<file path="config.mk">
export PLATFORM = sky130hd
export DESIGN_NAME = uart_baud_gen
export DESIGN_NICKNAME = d
export VERILOG_FILES = /design/src/rtl/uart_pkg.sv /design/src/rtl/uart_tick_div.sv /design/src/rtl/uart_baud_gen.sv
export SDC_FILE = /design/constraint.sdc
export NUM_CORES = 1
export LEC_CHECK = 0
export BUFFER_PORTS_ARGS = -buffer_cell sky130_fd_sc_hd__buf_2
export CAP_MARGIN = 20
export CELL_PAD_IN_SITES_DETAIL_PLACEMENT = 2
export CELL_PAD_IN_SITES_GLOBAL_PLACEMENT = 2
export CORE_MARGIN = 2
export CORE_UTILIZATION = 32
export CTS_CLUSTER_DIAMETER = 150
export CTS_CLUSTER_SIZE = 30
export DETAILED_ROUTE_END_ITERATION = 6
export MAX_ROUTING_LAYER = met4
export PLACE_DENSITY_LB_ADDON = 0.1
export REMOVE_ABC_BUFFERS = 1
export SYNTH_ARGS = -nofsm -noshare
export SYNTH_HDL_FRONTEND = slang
export SYNTH_SLANG_ARGS = --single-unit
</file>
<file path="constraint.sdc">
create_clock -name clock -period 2.29 [get_ports clock]
set_input_delay 0.5725 -clock clock [delete_from_list [all_inputs] [get_ports clock]]
set_output_delay 0.5725 -clock clock [all_outputs]
set_load 0.005 [all_outputs]
</file>
<file path="src/rtl/uart_pkg.sv">
// rtl/uart_pkg.sv - shared UART constants and types
package uart_pkg;

  // Increments for 16x oversampling of 115200 baud
  localparam int UART_INC_100M_115200 = 151;  // ACC_WIDTH 13
  localparam int UART_INC_66M_115200  = 453;  // ACC_WIDTH 14

  // Default log2 of oversample ticks per bit
  localparam int UART_OS_LOG2_DEFAULT = 4;

  // Phase counter at the default oversample ratio
  typedef logic [UART_OS_LOG2_DEFAULT-1:0] uart_phase_t;

endpackage

</file>
<file path="src/rtl/uart_tick_div.sv">
// rtl/uart_tick_div.sv - modulo-2^WIDTH phase counter with terminal and mid-count decode
module uart_tick_div #(
  parameter int WIDTH = 4
) (
  input  logic             clock,
  input  logic             reset,
  input  logic             clear,
  input  logic             count_en,
  output logic [WIDTH-1:0] count,
  output logic             terminal,
  output logic             mid
);

  localparam logic [WIDTH-1:0] MID_COUNT = WIDTH'((1 << (WIDTH - 1)) - 1);

  // Counter wraps naturally at 2^WIDTH; clear returns it to zero phase
  always_ff @(posedge clock) begin
    if (reset || clear) begin
      count <= '0;
    end else if (count_en) begin
      count <= count + WIDTH'(1);
    end
  end

  assign terminal = &count;
  assign mid      = (count == MID_COUNT);

endmodule

</file>
<file path="src/rtl/uart_baud_gen.sv">
// rtl/uart_baud_gen.sv - fractional-N baud tick generator; UART_BAUD_MID_TICK_EN adds tick_mid
module uart_baud_gen
  import uart_pkg::*;
#(
  parameter int ACC_WIDTH       = 13,
  parameter int OVERSAMPLE_LOG2 = UART_OS_LOG2_DEFAULT,
  parameter int DEFAULT_INC     = UART_INC_100M_115200
) (
  input  logic                       clock,
  input  logic                       reset,
  input  logic                       enable,
  input  logic                       inc_wr,
  input  logic [ACC_WIDTH-1:0]       inc_in,
  input  logic                       resync,
  output logic [ACC_WIDTH-1:0]       inc_out,
  output logic                       tick_os,
  output logic                       tick,
  output logic [OVERSAMPLE_LOG2-1:0] phase
`ifdef UART_BAUD_MID_TICK_EN
  ,
  output logic                       tick_mid
`endif
);

  logic [ACC_WIDTH:0]   acc;
  logic [ACC_WIDTH-1:0] inc;
  logic                 clear;
  logic                 phase_last;

  // Any of a rate write, a resync or a disable restarts timing from zero phase
  assign clear = inc_wr | resync | ~enable;

  // Active increment: only reset or an explicit write changes it
  always_ff @(posedge clock) begin
    if (reset) begin
      inc <= ACC_WIDTH'(DEFAULT_INC);
    end else if (inc_wr) begin
      inc <= inc_in;
    end
  end

  // Phase accumulator: the top bit holds the carry of the last step, which is the oversample tick
  always_ff @(posedge clock) begin
    if (reset || clear) begin
      acc <= '0;
    end else begin
      acc <= {1'b0, acc[ACC_WIDTH-1:0]} + {1'b0, inc};
    end
  end

  assign tick_os = acc[ACC_WIDTH];
  assign inc_out = inc;

`ifdef UART_BAUD_MID_TICK_EN
  logic phase_mid;

  uart_tick_div #(
    .WIDTH (OVERSAMPLE_LOG2)
  ) u_tick_div (
    .clock    (clock),
    .reset    (reset),
    .clear    (clear),
    .count_en (tick_os),
    .count    (phase),
    .terminal (phase_last),
    .mid      (phase_mid)
  );

  assign tick_mid = tick_os & phase_mid;
`else
  uart_tick_div #(
    .WIDTH (OVERSAMPLE_LOG2)
  ) u_tick_div (
    .clock    (clock),
    .reset    (reset),
    .clear    (clear),
    .count_en (tick_os),
    .count    (phase),
    .terminal (phase_last),
    .mid      ()
  );
`endif

  assign tick = tick_os & phase_last;

endmodule

</file>
==> out/results.txt, run 1 <==
post-synthesis compound-gate area fraction: 0.126
largest net degree at the start of global routing: 15
Post-Synth Simple-Gate Area: 0.191
CTS tree: done
antenna violations before repair: 0
clock sink count: 31
Pwr Total: 1.19 mW
top-count cell post-synth: dfxtp_1
Fin. Hold Viols: 0
GPL Wtd Cong: 0.769
Root Driver: clkbuf_8
DP HPWL: 3380 µm
fin nets: 241
CTS resizes: 0
cell count after synthesis: 166
area delta synth->final: 23.6%
die height: 74.0 µm
top_reg_cell synth: dfxtp_1
Achievable Freq: 500 MHz
Clock Latency Late Sink: 0.28 ns
number of max-cap violations: 0
maximum fanout along the worst path: 3
multiplexer share of the synthesized area: 0.0958
Post-Synth Adder-Cell Area: 0.125
Initial Util: 0.332
leakage: 0.937 nW
share of the clock period used by the worst path: 0.874
Yosys reg bits: 31
Pins Over Slew Limit: 0
asr flop ratio synth: 0
CP Launch Type: flop
actual slew at the worst max-slew pin: 0.407 ns
Setup Viol. Count Final: 0
global-route usage over all layers: 0.186
drt total wl: 4390 µm
share of cells above drive strength 1: 0.244
main combinational cell family by area after synthesis: simple AND/OR/NAND/NOR gates
status: completed
drt via density: 4.94
post-synth cell types: 37
IR drop worst, VDD: 233 µV
fillcell total: 541
Seq/Total Area, Yosys: 0.396
Crit Path Class: reg2reg
Final min period: 2.00 ns
top cell type's share of synthesized area: 0.396
Post-CTS Setup Bufs: 0
Clock Tree Buf Depth: 2
number of synthesized flops with an enable pin: 0
Hold Crit Class: in2reg
CP arrival: 2.22 ns
dpl cell area: 0.00184 mm²
row cnt: 25
Die X: 74.0 µm
via count: 1,364
area leader, netlist: dfxtp_1
Core ar.: 0.00472 mm²
XOR/XNOR Fraction of Synth Area: 0.0447
drt first pass iters: 4
vias in the first global route: 1,513
Ant. Diodes: 0
H-tree levels: 2
Syn Area/Cell: 9.44 µm²
remaining antenna violation count: 0
Netlist Area Pre-Place: 0.00157 mm²
relative slew slack: 0.728
RSZ-0062 raised after global routing: false
first-iteration detailed-routing DRC count: 51
Area contributors post-synth: dfxtp_1 (40%), ha_1 (11%), mux2i_1 (9.6%), nor2_1 (5.7%), xor2_1 (3.9%)
fin area: 0.00194 mm²
Die ar.: 0.00548 mm²
IO Pins: 37
worst path required time: 2.51 ns
top cells by count, synth: dfxtp_1 (31), nor2_1 (24), mux2i_1 (15)
Clock Skews: 0.00743 ns
Worst Setup End Kind: flop
TritonCTS buffer count: 5
number of port buffers: 36
GRT Residual Overflow: 0
YS warnings: 0
first-pass GRT wire length: 7310 µm
cts hold-fix bufs: 0
drt drc: 0
drt wl/cell: 15.9 µm
Final TNS setup: 0 ns
power density cells: 612 mW/mm²
Worst-path clk slew: 0.07 ns
-- sequential cells by signal, summed over array words and instances (netlist names) --
name / count
inc_out: 13
acc: 14
u_tick_div.count: 4
-- path summary, 6_finish.rpt --
| check | start | to | slack, ns | depth (start not counted) |
|---|---|---|---|---|
| max | inc_out[0] | acc[10] | 0.29 | 8 |
| min | inc_in[2] | inc_out[2] | 0.51 | 3 |
| max reg2reg | inc_out[0] | acc[10] | 0.29 | 8 |
| min reg2reg | inc_out[2] | inc_out[2] | 0.52 | 2 |
-- final cells by class --
class                   count  area, µm²  area share
multi-input cells         126        912       0.471
flip-flops and latches     31        621       0.320
repair buffers             39        203       0.105
clock buffers               8        100      0.0516
well taps                  67       83.8      0.0433
inverters                   5       18.8     0.00968
-- per-stage QoR --
stage	setup WS [ns]	util	instances	hold slack, ns
final	0.289	0.410	276	0.508
after global routing	0.0995	0.410	276	0.502
after CTS	0.276	0.410	276	0.505
after detailed placement	0.293	0.389	268	0.508
after global placement	0.363	0.389	268	0.486
after floorplan	0.495	-	162	0.495
-- per-layer routing --
metal  routed length, µm  vias up  share of wire  track usage
met5                   0        -              0            -
met3                 143        5          0.033       0.0366
met2                2210       25           0.50        0.318
li1                    -      668              -            -
met1                1960      666           0.45        0.212
met4                  70        0          0.016       0.0788
-- report_power, final --
part / internal (mW) / switching [mW] / leakage, nW
logic: 0.0630 / 0.0733 / 0.633
registers: 0.557 / 0.0129 / 0.253
clock network: 0.274 / 0.206 / 0.0515
-- layout by cell type (no fill, tap or decap), types with 2 or more instances in the layout --
| cell | count |
|---|---|
| nand2_1 | 11 |
| o21a_1 | 6 |
| nand4_1 | 2 |
| buf_4 | 3 |
| clkbuf_8 | 7 |
| nor2b_1 | 4 |
| buf_2 | 36 |
| dfxtp_1 | 31 |
| o21ai_0 | 2 |
| and2_1 | 2 |
| a21oi_1 | 5 |
| nor4_1 | 2 |
| xor2_1 | 7 |
| nand3_1 | 2 |
| and3_1 | 4 |
| inv_1 | 5 |
| ha_1 | 14 |
| nand2b_1 | 2 |
| nor3_1 | 5 |
| mux2i_1 | 15 |
| a21o_1 | 3 |
| nor2_1 | 24 |
-- critical path, cell delays in order, from the launching register on --
cell and delay [ns]:
dfxtp_1 0.37, ha_1 0.19, inv_1 0.06, fa_1 0.38, nor2b_1 0.20, o31a_1 0.24, a221oi_2 0.11, a21oi_1 0.19
mux2i_1 0.19
-- cells by family after synthesis --
logic type	Yosys count
xor gates and xnor gates	8
buffers and inverters	9
and+or+nand+nor	62
muxes	15
AOI/OAI and AO/OA	26
adders and majority gates	15
DFF	31
Power figures use the tool's default switching activity.
==> run 2: changes to the inputs <==
Settings changed: CELL_PAD_IN_SITES_DETAIL_PLACEMENT 2 to unset, CELL_PAD_IN_SITES_GLOBAL_PLACEMENT 2 to unset, CORE_ASPECT_RATIO set to 1.2, CORE_UTILIZATION 32 to 41, PLACE_DENSITY_LB_ADDON 0.1 to unset.
==> run 2 against run 1 <==
Sequential share of layout area grew 0.76 points. Register-to-register slack gained 0.04 ns. Final area shrank 2.3%. Sequential power is essentially flat. Maximum frequency grew 1.9%. Clock-buffer cell count shrank 1. Global-route usage shrank 0.36 points. Power shrank 7.0%. Worst hold slack lost 0.0081 ns. Critical path type unchanged. Critical endpoint is now acc[11]. Largest power group unchanged.
==> out/results.txt, run 2 (synthesis results as in run 1) <==
hold path endpoint: inc_out[2]
Fin. Hold Viols: 0 (unchanged)
Ant. Diodes: 0 (unchanged)
worst path required time: 2.43 ns (-0.08 ns)
fin util: 0.517 (+0.106)
met3 Use GR: 0.0487 (+0.0122)
worst hold stages: 3 (unchanged)
GRT Residual Overflow: 0 (unchanged)
hold_sp: inc_in[2]
CTS tree: done
fin nets: 240 (-0.41%)
drt total wl: 3290 µm (-25%)
H-tree levels: 2 (unchanged)
drt first pass iters: 4 (unchanged)
RSZ-0062 raised after global routing: false
Post-CTS Setup Bufs: 0 (unchanged)
leakage: 0.923 nW (-1.5%)
CP peak stage delay: 0.37 ns (about the same)
vias in the first global route: 1,329 (-12%)
M1 GR Usage: 0.202 (-0.00972)
Biggest register: acc
drt via density: 5.08 (+2.9%)
r2r setup slk: 0.33 ns (+0.04 ns)
share of the clock period used by the worst path: 0.858 (-0.0160)
Final min period: 1.96 ns (-0.0366 ns)
actual slew at the worst max-slew pin: 0.596 ns (+0.189 ns)
Setup Viol. Count Final: 0 (unchanged)
share of cells above drive strength 1: 0.236 (-0.00844)
most common cell after layout, fill and taps aside: buf_2
R2R cell count: 6 (-2)
remaining antenna violation count: 0 (unchanged)
number of port buffers: 36 (unchanged)
Hold Crit Class: in2reg
Final TNS setup: 0 ns (unchanged)
GPL Wtd Cong: 0.862 (+12%)
area delta synth->final: 20.8%
drt wl/cell: 12.7 µm (-20%)
R2R Path End: acc[11]
number of max-cap violations: 0 (unchanged)
CTS resizes: 0 (unchanged)
Clock Skews: 0.0108 ns (+0.00336 ns)
first-pass GRT wire length: 5790 µm (-21%)
Critical R2R Launch: inc_out[3]
Root Driver: clkbuf_8
Crit Path Class: reg2reg
max reg flops: 14 (unchanged)
row cnt: 24 (-4.0%)
most used routing layer: met2
Critical-path top delay cell: a221o_1
Clock Tree Buf Depth: 2 (unchanged)
Core ar.: 0.00366 mm² (-22%)
CP Launch Type: flop
most frequent cells in the layout: buf_2 (36), dfxtp_1 (31), nor2_1 (24)
maximum fanout along the worst path: 5 (+2)
relative slew slack: 0.602 (-0.127)
CP Cell Sequence: ha_1 > and3_1 > a221o_1 > o2111a_1 > nor3_1 > nor3_2
largest net degree at the start of global routing: 15 (unchanged)
first-iteration detailed-routing DRC count: 22 (-57%)
Die ar.: 0.00434 mm² (-21%)
routing usage on met2: 0.310 (-0.00807)
Die X: 60.5 µm (-18%)
TritonCTS buffer count: 5 (unchanged)
Achievable Freq: 509 MHz (+1.9%)
die height: 71.7 µm (-3.0%)
DP HPWL: 2550 µm (-24%)
CP arrival: 2.10 ns (-0.12 ns)
Worst-path clk slew: 0.07 ns (about the same)
status: completed
fillcell total: 375 (-31%)
IR drop worst, VDD: 317 µV (+36%)
via count: 1,322 (-3.1%)
Initial Util: 0.428 (+0.0960)
drt drc: 0 (unchanged)
IO Pins: 37 (unchanged)
cts hold-fix bufs: 0 (unchanged)
antenna violations before repair: 0 (unchanged)
Clock Latency Late Sink: 0.28 ns (about the same)
Pins Over Slew Limit: 0 (unchanged)
Worst Setup End Kind: flop
global-route usage over all layers: 0.183 (-0.00361)
power density cells: 583 mW/mm² (-4.8%)
clock sink count: 31 (unchanged)
==> run 2: cell types whose count changed in the layout (fill, tap and decap cells not counted), sizes merged <==
cell / previous run / this run
buf: 39 / 38
clkinv: 0 / 1
clkbuf: 8 / 7
==> run 2: power breakdown <==
group	total, mW	internal, mW	switching [mW]
logic	0.127	0.0612	0.0663
clock network	0.406	0.213	0.193
registers	0.570	0.557	0.0123
total	1.10	0.831	0.272
==> run 2: worst max-delay path, delay by kind of cell (launching register included) <==
family          cells  cell delay (ns)
compound gates      2             0.66
simple gates        3             0.47
fa+ha+maj           1             0.35
flops               1             0.32
==> run 2: layout make-up <==
cell class	instances	area, µm²	area share
multi-input cells	126	912	0.482
flip-flops and latches	31	621	0.328
repair buffers	38	195	0.103
clock buffers	7	76.3	0.0403
well taps	52	65.1	0.0344
inverters	5	18.8	0.00991
clock inverters	1	5.00	0.00264
==> run 2: routing by layer <==
| layer | vias up | part of all wire |
|---|---|---|
| met5 | - | 0 |
| met2 | 30 | 0.52 |
| met3 | 6 | 0.040 |
| met4 | 0 | 0.017 |
| li1 | 670 | - |
| met1 | 616 | 0.43 |
==> run 2: how the worst max path moves through the flow <==
stage	start	slack, ns	endpoint	cells past startpoint
after floorplan	inc_out[3]	0.50	acc[11]	6
after detailed placement	reset	0.32	acc[13]	4
final	inc_out[3]	0.33	acc[11]	6
after CTS	inc_out[3]	0.31	acc[11]	6
after global placement	reset	0.36	acc[13]	4
after global routing	inc_out[0]	0.16	acc[10]	8
==> run 2: stage by stage <==
| stage | power (mW) | hold slack [ns] | cells | setup slack, ns | instance area [µm²] |
|---|---|---|---|---|---|
| after floorplan | 0.655 | 0.495 | 162 | 0.495 | 1550 |
| after global placement | 0.706 | 0.484 | 252 | 0.365 | 1810 |
| after detailed placement | 0.710 | 0.495 | 252 | 0.317 | 1810 |
| after CTS | 1.12 | 0.498 | 260 | 0.310 | 1890 |
| after global routing | 1.17 | 0.513 | 260 | 0.156 | 1890 |
| final | 1.10 | 0.500 | 260 | 0.326 | 1890 |
